[src/rtl/bus_pkg.sv]
// Shared definitions for the CPU-side peripheral bus: FSM encoding,
// device register indices and default window placement.
package bus_pkg;

  typedef enum logic [1:0] {
    ST_IDLE   = 2'd0,
    ST_ACCESS = 2'd1,
    ST_RESP   = 2'd2
  } bus_state_t;

  localparam logic [1:0]  REG_CTRL   = 2'd0;
  localparam logic [1:0]  REG_PRESET = 2'd1;
  localparam logic [1:0]  REG_COUNT  = 2'd2;

  localparam logic [31:0] BUS_BASE_DEFAULT = 32'h0000_7F00;
  localparam int          BUS_MAX_SLOTS    = 6;

  // Only CTRL and PRESET are writable; COUNT and index 3 are read-only.
  function automatic logic store_reg_ok(input logic [1:0] idx);
    return (idx == REG_CTRL) || (idx == REG_PRESET);
  endfunction

endpackage

[src/rtl/bus_decode.sv]
// Combinational address decode for the peripheral window:
// slot index, load legality and store legality.
module bus_decode
  import bus_pkg::*;
#(
  parameter int          DEV_NUM = 2,
  parameter logic [31:0] BASE    = BUS_BASE_DEFAULT
) (
  input  logic [31:0] addr,
  output logic [2:0]  slot,
  output logic        legal,
  output logic        store_legal
);

  localparam logic [3:0] DEV_LIMIT = 4'(DEV_NUM);

  always_comb begin
    slot        = addr[6:4];
    legal       = (addr[31:8] == BASE[31:8]) &&
                  (addr[7:4] < DEV_LIMIT) &&
                  (addr[1:0] == 2'b00);
    store_legal = legal && store_reg_ok(addr[3:2]);
  end

endmodule

[src/rtl/sys_bridge.sv]
// CPU-to-peripheral bus initiator: one access at a time, 3-cycle occupancy,
// plus interrupt collection into hwint. Macro SYS_BRIDGE_IRQ_SYNC_EN adds a 2-flop IRQ synchronizer.
module sys_bridge
  import bus_pkg::*;
#(
  parameter int          DEV_NUM = 2,
  parameter logic [31:0] BASE    = BUS_BASE_DEFAULT
) (
  input  logic                     clk,
  input  logic                     clr,
  input  logic                     cpu_req,
  input  logic                     cpu_we,
  input  logic [31:0]              cpu_addr,
  input  logic [31:0]              cpu_wdata,
  output logic                     cpu_busy,
  output logic                     cpu_ack,
  output logic                     cpu_err,
  output logic [31:0]              cpu_rdata,
  output logic [1:0]               ADD_O,
  output logic [31:0]              DAT_O,
  output logic [DEV_NUM-1:0]       WE_O,
  input  logic [32*DEV_NUM-1:0]    DAT_I,
  input  logic [DEV_NUM-1:0]       dev_irq,
  output logic [BUS_MAX_SLOTS-1:0] hwint
);

  bus_state_t state, state_nxt;

  logic                     req_we;
  logic [31:0]              req_addr;
  logic [31:0]              req_wdata;
  logic                     err_q;
  logic [2:0]               slot;
  logic                     legal;
  logic                     store_legal;
  logic [31:0]              sel_data;
  logic [BUS_MAX_SLOTS-1:0] irq_ext;

  bus_decode #(
    .DEV_NUM (DEV_NUM),
    .BASE    (BASE)
  ) u_decode (
    .addr        (req_addr),
    .slot        (slot),
    .legal       (legal),
    .store_legal (store_legal)
  );

  always_ff @(posedge clk or posedge clr) begin
    if (clr) state <= ST_IDLE;
    else     state <= state_nxt;
  end

  always_comb begin
    state_nxt = state;
    WE_O      = '0;
    unique case (state)
      ST_IDLE:   if (cpu_req) state_nxt = ST_ACCESS;
      ST_ACCESS: begin
        state_nxt = ST_RESP;
        if (req_we && store_legal) begin
          for (int i = 0; i < DEV_NUM; i++) WE_O[i] = (slot == 3'(i));
        end
      end
      ST_RESP:   state_nxt = ST_IDLE;
      default:   state_nxt = ST_IDLE;
    endcase
  end

  assign cpu_busy = (state != ST_IDLE) || cpu_req;
  assign cpu_ack  = (state == ST_RESP);
  assign cpu_err  = cpu_ack && err_q;
  assign ADD_O    = req_addr[3:2];
  assign DAT_O    = req_wdata;

  // Mux by loop so an out-of-range slot can never index past DAT_I.
  always_comb begin
    sel_data = '0;
    for (int i = 0; i < DEV_NUM; i++) begin
      if (slot == 3'(i)) sel_data = DAT_I[32*i +: 32];
    end
  end

  always_ff @(posedge clk or posedge clr) begin
    if (clr) begin
      req_we    <= 1'b0;
      req_addr  <= '0;
      req_wdata <= '0;
    end else if (state == ST_IDLE && cpu_req) begin
      req_we    <= cpu_we;
      req_addr  <= cpu_addr;
      req_wdata <= cpu_wdata;
    end
  end

  always_ff @(posedge clk or posedge clr) begin
    if (clr) begin
      err_q     <= 1'b0;
      cpu_rdata <= '0;
    end else if (state == ST_ACCESS) begin
      err_q     <= req_we ? !store_legal : !legal;
      cpu_rdata <= (!req_we && legal) ? sel_data : '0;
    end
  end

  always_comb begin
    irq_ext                = '0;
    irq_ext[DEV_NUM-1:0]   = dev_irq;
  end

`ifdef SYS_BRIDGE_IRQ_SYNC_EN
  logic [BUS_MAX_SLOTS-1:0] irq_meta;

  always_ff @(posedge clk or posedge clr) begin
    if (clr) begin
      irq_meta <= '0;
      hwint    <= '0;
    end else begin
      irq_meta <= irq_ext;
      hwint    <= irq_meta;
    end
  end
`else
  always_ff @(posedge clk or posedge clr) begin
    if (clr) hwint <= '0;
    else     hwint <= irq_ext;
  end
`endif

endmodule

[config.mk]
export PLATFORM = sky130hd
export DESIGN_NAME = sys_bridge
export DESIGN_NICKNAME = d
export VERILOG_FILES = /design/src/rtl/bus_pkg.sv /design/src/rtl/bus_decode.sv /design/src/rtl/sys_bridge.sv
export SDC_FILE = /design/constraint.sdc
export NUM_CORES = 1
export LEC_CHECK = 0
export CAP_MARGIN = 20
export CORE_UTILIZATION = 46
export CTS_CLUSTER_SIZE = 14
export DETAILED_ROUTE_END_ITERATION = 7
export DONT_BUFFER_PORTS = 1
export PLACE_DENSITY_LB_ADDON = 0.3
export SLEW_MARGIN = 10
export SYNTH_ARGS = -nofsm -noshare
export SYNTH_HDL_FRONTEND = slang
export SYNTH_HIERARCHICAL = 1
export SYNTH_SLANG_ARGS = --single-unit
[constraint.sdc]
create_clock -name clk -period 5 [get_ports clk]
set_input_delay 1.5 -clock clk [delete_from_list [all_inputs] [get_ports clk]]
set_output_delay 1.5 -clock clk [all_outputs]
set_load 0.03 [all_outputs]
After elaboration in Yosys (flattened, before gate mapping)
Index checks and enable logic that the tools add are counted.
{ "totals": {"reg_bits": 102, "out_inout_bits": 77, "in_bits": 134, "wordCells": 39} }
{ "op_classes": {"n_eq_ne": 6, "n_reduce_logical": 17, "n_lt_le_gt_ge": 1, "muxes": 8} }
{ "ops": {"columns": ["operator", "n"], "rows": [
  ["$mux W32", 3],
  ["$eq A24 B7 Y1 const B", 1],
  ["$logic_and A1 B1 Y1", 7],
  ["$logic_not A2 Y1", 3],
  ["$mux W2", 3],
  ["$eq A2 B1 Y1 const B", 2],
  ["$lt A4 B2 Y1 const B", 1],
  ["$pmux W2 S2", 1],
  ["$eq A3 B1 Y1 const B", 1],
  ["$logic_not A1 Y1", 3],
  ["$logic_not A3 Y1", 1],
  ["$eq A2 B2 Y1 const B", 1],
  ["$logic_or A1 B1 Y1", 2],
  ["$ne A2 B2 Y1 const B", 1],
  ["$reduce_bool A2 Y1", 1],
  ["$mux W1", 1]
]} }

Longest topological paths before layout
Gate-level depths: netlist of run 1.
{ "depth": {"word_depth": 7, "mapped_depth": 6, "ltp_nobuf": 5} }

By module
Netlist of run 1, hierarchy kept.
{ "modules_own_cells": {"columns": ["module", "cells_per_inst", "area_each_um2", "n_inst", "seq_area_each_um2"], "rows": [
  ["sys_bridge", 306, 4504.3, 1, 2552.4],
  ["bus_decode", 16, 133.9, 1, 0.0]
]} }

Worst setup path before layout of run 1
OpenSTA, ideal clock, no wires.
{ "synth_path": {"path_kind": "reg-to-output", "from": "register req_addr[5]", "to": "output WE_O[0]", "t_required_ps": 3500, "path_stages_with_launch": 6, "arrival_time_ps": 1996, "path_buffers": 3, "setup_slack_ps": 1504, "path_cell_list": "dfrtp_1 > buf_4 > or4b_1 > buf_6 > buf_6 > nor3_1"} }
{ "synth_via": {"elab_chain_cells": 7, "word_cells_on_any_way": 8, "cone_classes": "order compare (1); mux (2); reduce/logical (5)"} }
{ "synth_lines": {"columns": ["element", "line", "text"], "rows": [
  ["from (decl)", "sys_bridge.sv:30", "logic [31:0] req_addr;"],
  ["from (signal assigned)", "sys_bridge.sv:91", "req_addr <= cpu_addr;"],
  ["$lt A4 B2 Y1", "bus_decode.sv:20", "(addr[7:4] < DEV_LIMIT) &&"],
  ["$logic_and A1 B1 Y1", "bus_decode.sv:19", "legal = (addr[31:8] == BASE[31:8]) &&"],
  ["$logic_and A1 B1 Y1", "bus_decode.sv:20", null],
  ["$logic_and A1 B1 Y1", "bus_decode.sv:22", "store_legal = legal && store_reg_ok(addr[3:2]);"],
  ["$logic_and A1 B1 Y1", "sys_bridge.sv:61", "if (req_we && store_legal) begin"],
  ["$mux W2 *", "sys_bridge.sv:61", null],
  ["$mux W2 *", "sys_bridge.sv:57", "unique case (state)"],
  ["to (decl)", "sys_bridge.sv:21", "output logic [DEV_NUM-1:0] WE_O,"]
]} }
Every way passes the cells marked *; elsewhere a longest branch is shown, timed or not.

Final worst setup path of run 1
{ "layout_path": {"from": "register state[1]", "to": "output WE_O[1]"} }
{ "layout_via": {"elab_chain_cells": 2} }
{ "layout_lines": {"columns": ["element", "line", "text"], "rows": [
  ["from (decl)", "sys_bridge.sv:27", "bus_state_t state, state_nxt;"],
  ["from (signal assigned)", "sys_bridge.sv:51", "else state <= state_nxt;"],
  ["$eq A2 B1 Y1", "sys_bridge.sv:57", null],
  ["$mux W2", "sys_bridge.sv:57", null]
]} }
Every way passes these cells.

==> summary.txt, run 1 <==
Status: finished, final reports clean
Final nets: 443
Max incr delay on CP: 0.79 ns
Final RePlAce weighted congestion: 0.692
Slew @ Worst Pin: 0.967 ns
Synth Flop Type: dfrtp_1
Die area: 10500 sq um
Drt initial violations: 63
Crit path buf inv count: 1
Cts hold-fix bufs: 0
Post-route DRC violation count: 0
Drt total wl: 8.86 mm
Clock transition at the registers of the reported paths: 0.11 ns
Endpoints failing setup: 0
Clk sink count: 102
Slew HR: 35.5%
Unrepaired setup endpoints after global routing: no
Vias in the first global route: 2527
Syn-to-layout area delta: 4.69%
HP Class: reg -> reg
Clk_skew: 0.0139 ns
Peak VDD IR: 228 uV
Crit end category: output port
Crit-path slowest cell: nor3_1
Final design utilization: 49.7%
Warnings from Yosys: 6
Peak Freq: 246 MHz
DR pass1 iterations: 4
GRT overflow: 0
CP Data Arrival Time: 2.56 ns
Num CTS Buffers: 9
Commonest cells after routing, fill and taps aside: 101 x dfrtp_1, 66 x mux2_2, 33 x mux2i_1, 33 x inv_1, 28 x o32ai_2
Critical path peak fanout: 34
Mapped Cells: 322
Number of flops mapped to enable cells by yosys: 0
Crit-path cells: or4b_2 > buf_4 > nor3_1
Critical Path RT: 3.50 ns
Static Leakage: 1.98 nW
Final instance area: 4860 sq um
Pre-CTS setup slack: 1.35 ns
CORE AREA: 9770 sq um
Post-synth design cell area: 4640 sq um
Asr flop ratio synth: 100%
Max clock buf depth: 2
Remaining antenna violation count: 0
Critical path class: reg -> out
First-pass GRT wire length: 13.1 mm
Layout cells sized above 1: 39.5%
Initial antenna violation count: 1
Dominant cells by area after synthesis: dfrtp_1 55%, mux2_2 16%, o32ai_2 9.8%
CTS H-tree lvls: 3
Final Max Tran Viols: 0
Number of library cell types mapped by synthesis: 27
Max-Cap Viols: 0
Die height: 102 um
Commonest non-fill, non-tap cell in the layout: dfrtp_1
Initial core utilization: 47.5%
CP Launch Type: register
Top cell type by total area after synthesis: dfrtp_1
Post-DR wirelength/cell: 19.8 um
TritonCTS clock tree: done
IO Pins: 211
Post-DP HPWL: 6.15 mm
#FFs+latches synth: 102
Post-synthesis sequential area ratio: 55.0%
Synth Area per Inst: 14.4 sq um
GR Util All Layers: 16.7%
Placement Cell Area: 4660 sq um
Min Tclk post-route: 4.06 ns
Pin count of the biggest net entering global routing: 65
Fin crit share: 81.2%
# resized after CTS: 0
Final Hold Violating Endpoints: 0
Fillers: 862
Final hold slack: 0.508 ns
Row Count: 36
CP top delay family: simple AND/OR/NAND/NOR gates
Port bufs: 0
Worst skew pair latency: 0.36 ns
Die width: 102 um
Avg Vias per Cell: 5.48
Post-CTS setup buffers: 0
Yosys top cell area share: 55.0%
Power per cell area: 427 nW/um^2
Clock root buffer: clkbuf_8
PnR worst setup slack: 0.938 ns
Setup_tns: 0 ns
Detailed-route via count: 2456
[synthesized netlist by cell type, types with 2 or more instances]
cell type	n
nor3b_1	2
inv_1	34
buf_1	4
o32ai_1	4
or3_1	2
nand2_1	2
nor4_2	3
buf_8	2
nand2b_1	2
buf_4	13
o32ai_2	28
mux2_2	66
mux2i_1	33
buf_6	2
buf_2	10
nor3_1	3
dfrtp_1	102
[state kept, by name, summed over array words and instances, names as in the netlist]
name       flops
err_q          1
cpu_rdata     32
hwint          2
DAT_O         32
state          2
req_addr      32
req_we         1
[through the flow]
| step | cells | power (mW) |
|---|---|---|
| 2_1_floorplan | 325 | 1.54 |
| 3_3_place_gp | 431 | 1.58 |
| 3_5_place_dp | 431 | 1.59 |
| 4_1_cts | 447 | 2.11 |
| 5_1_grt | 448 | 2.18 |
| 6_report | 448 | 2.08 |
[final timing paths]
check / from / endpoint / slack [ns] / cells after the start
max: state[1]$_DFFE_PP0P_ / WE_O[1] / 0.94 / 3
min: req_addr[15]$_DFFE_PP0P_ / req_addr[15]$_DFFE_PP0P_ / 0.51 / 1
max reg2reg: req_addr[26]$_DFFE_PP0P_ / cpu_rdata[20]$_DFFE_PP0P_ / 2.49 / 5
min reg2reg: req_addr[15]$_DFFE_PP0P_ / req_addr[15]$_DFFE_PP0P_ / 0.51 / 1
max in group asynchronous: clr / DAT_O[15]$_DFFE_PP0P_ / 2.84 / 2
min in group asynchronous: clr / hwint[1]$_DFF_PP0_ / 1.15 / 1
[area by class of cell]
class                      count  area (sq um)  area share [%]
sequential                   102          2550            52.6
multi-input combinational    158          1760            36.3
tap                          133           166            3.43
inverter                      34           130            2.68
clock buffer                   9           124            2.55
clock inverter                 7          73.8            1.52
timing repair buffer           4          42.5           0.876
antenna                        1          2.50          0.0515
[kinds of logic (layout without fill, tap and decap cells)]
family	after synthesis	in the layout	share of synthesized area (%)
compound gates	32	32	10.6
buf+inv	65	54	7.39
flops	102	102	55.0
mux	99	99	23.1
other cells	1	5	0.0809
simple gates	23	23	3.78
[power by group]
part	total, mW	internal (mW)	leakage, nW	switching, mW
clock network	0.511	0.199	0.101	0.312
logic	0.342	0.188	0.621	0.154
registers	1.22	0.962	1.26	0.260
[layer usage]
layer | wire, um | up-vias | track usage, %
li1 | - | 1110 | -
met1 | 3520 | 1197 | 19.7
met2 | 4200 | 142 | 27.3
met3 | 1070 | 7 | 8.14
met4 | 80 | 0 | 4.62
met5 | 0 | - | 0
(Power assumes the default switching activity.)
==> run 2: changes to the inputs <==
- clock period: 5 -> 3.77 ns (I/O delays scaled with it)
==> summary.txt, run 2 (synthesized netlist as in run 1, its figures left out) <==
Fillers: 857 (was 862)
Critical Path RT: 2.64 ns (was 3.50 ns)
Drt total wl: 9.02 mm (was 8.86 mm)
Max clock buf depth: 2 (unchanged)
Final Hold Violating Endpoints: 0 (unchanged)
CP top delay family: simple AND/OR/NAND/NOR gates (unchanged)
CP Data Arrival Time: 2.07 ns (was 2.56 ns)
Critical path class: reg -> out (unchanged)
Post-DP HPWL: 6.47 mm (was 6.15 mm)
Crit-path cells: nor4_2 > nand4_1 > nor3_1 > nand2_1 > nor3_1 > buf_4 (was or4b_2 > buf_4 > nor3_1)
Final Max Tran Viols: 0 (unchanged)
Power per cell area: 564 nW/um^2 (was 427 nW/um^2)
IO Pins: 211 (unchanged)
Detailed-route via count: 2469 (was 2456)
Remaining antenna violation count: 0 (unchanged)
Max-Cap Viols: 0 (unchanged)
Commonest non-fill, non-tap cell in the layout: dfrtp_1 (unchanged)
Endpoints failing setup: 0 (unchanged)
Layout cells sized above 1: 40.3% (was 39.5%)
GRT overflow: 0 (unchanged)
Unrepaired setup endpoints after global routing: no (unchanged)
Clock transition at the registers of the reported paths: 0.11 ns (about the same)
Drt initial violations: 61 (was 63)
DR pass1 iterations: 4 (unchanged)
Status: finished, final reports clean (unchanged)
Crit path top cell by count: nor3_1
Num CTS Buffers: 9 (unchanged)
Slew @ Worst Pin: 0.991 ns (was 0.967 ns)
Syn-to-layout area delta: 5.61% (was 4.69%)
Pre-CTS setup slack: 0.967 ns (was 1.35 ns)
Final design utilization: 50.1% (was 49.7%)
Pin count of the biggest net entering global routing: 63 (was 65)
Clk_skew: 0.0170 ns (was 0.0139 ns)
Vias in the first global route: 2580 (was 2527)
Static Leakage: 2.00 nW (was 1.98 nW)
Post-CTS setup buffers: 0 (unchanged)
Initial antenna violation count: 1 (unchanged)
TritonCTS clock tree: done (unchanged)
Die area: 10500 sq um (unchanged)
N_diodes: 0 (was 1)
CP Launch Type: register (unchanged)
Final RePlAce weighted congestion: 0.685 (was 0.692)
PnR worst setup slack: 0.574 ns (was 0.938 ns)
Crit end category: output port (unchanged)
Critical path peak fanout: 2 (was 34)
Clock root buffer: clkbuf_8 (unchanged)
Die width: 102 um (unchanged)
Min Tclk post-route: 3.20 ns
Commonest cells after routing, fill and taps aside: 101 x dfrtp_1, 66 x mux2_2, 33 x mux2i_1, 33 x inv_1, 28 x o32ai_2 (unchanged)
Clk sink count: 102 (unchanged)
GR Util All Layers: 17.2% (was 16.7%)
Peak Freq: 313 MHz
Post-route DRC violation count: 0 (unchanged)
Placed Cells: 435 (was 431)
Fin crit share: 84.8%
Final Non-Filler Cells: 451 (was 448)
Final nets: 447 (was 443)
Setup_tns: 0 ns (unchanged)
Initial core utilization: 47.5% (unchanged)
Die height: 102 um (unchanged)
HP Class: reg -> reg (unchanged)
Slew HR: 33.8% (was 35.5%)
Row Count: 36 (unchanged)
Crit path buf inv count: 1 (unchanged)
Final hold slack: 0.510 ns (was 0.508 ns)
# resized after CTS: 0 (unchanged)
Peak VDD IR: 304 uV (was 228 uV)
Crit-path slowest cell: dfrtp_1 (was nor3_1)
Port bufs: 0 (unchanged)
First-pass GRT wire length: 13.2 mm (was 13.1 mm)
Avg Vias per Cell: 5.47 (was 5.48)
Max incr delay on CP: 0.41 ns (was 0.79 ns)
CTS H-tree lvls: 3 (unchanged)
Cts hold-fix bufs: 0 (unchanged)
Post-DR wirelength/cell: 20.0 um (was 19.8 um)
CORE AREA: 9770 sq um (unchanged)
Worst skew pair latency: 0.37 ns (was 0.36 ns)
-- run 2: layout make-up --
cell class	instances	area (sq um)	share of cell area, %
Sequential cell	102	2550	52.1
Multi-Input combinational cell	158	1760	36.0
Tap cell	133	166	3.40
Inverter	34	131	2.68
Clock buffer	9	124	2.53
Timing Repair Buffer	8	85.1	1.74
Clock inverter	7	75.1	1.53
-- run 2: per-stage QoR --
| step | area, sq um | power, mW |
|---|---|---|
| final | 4900 | 2.76 |
| after global routing | 4900 | 2.90 |
| after global placement | 4700 | 2.09 |
| after floorplan | 4650 | 2.04 |
| after CTS | 4900 | 2.80 |
| after detailed placement | 4700 | 2.12 |
-- run 2: final timing paths --
path,startpoint,endpoint,slack (ns),cells after the start
min in group asynchronous,clr,cpu_rdata[13]$_DFFE_PP0P_,0.82,1
worst min register to register,req_addr[17]$_DFFE_PP0P_,req_addr[17]$_DFFE_PP0P_,0.51,1
worst max-delay path,req_addr[26]$_DFFE_PP0P_,WE_O[1],0.57,6
worst min-delay path,req_addr[17]$_DFFE_PP0P_,req_addr[17]$_DFFE_PP0P_,0.51,1
max in group asynchronous,clr,DAT_O[18]$_DFFE_PP0P_,2.15,2
worst max register to register,req_addr[26]$_DFFE_PP0P_,cpu_rdata[18]$_DFFE_PP0P_,1.33,5
-- run 2: routing by layer --
metal,wire (um),global-route usage (%),share of wire (%),vias to the layer above
li1,-,-,-,1122
met1,3420,19.3,38,1194
met2,4470,29.2,50,145
met3,1040,8.07,11,8
met4,97,4.95,1.1,0
met5,0,0,0,-
-- run 2: where the power goes --
part | switching (mW) | internal [mW] | leakage [nW] | total, mW
registers | 0.322 | 1.28 | 1.26 | 1.60
clock network | 0.419 | 0.262 | 0.0981 | 0.681
logic | 0.230 | 0.254 | 0.642 | 0.484
total | 0.971 | 1.79 | 2.00 | 2.76
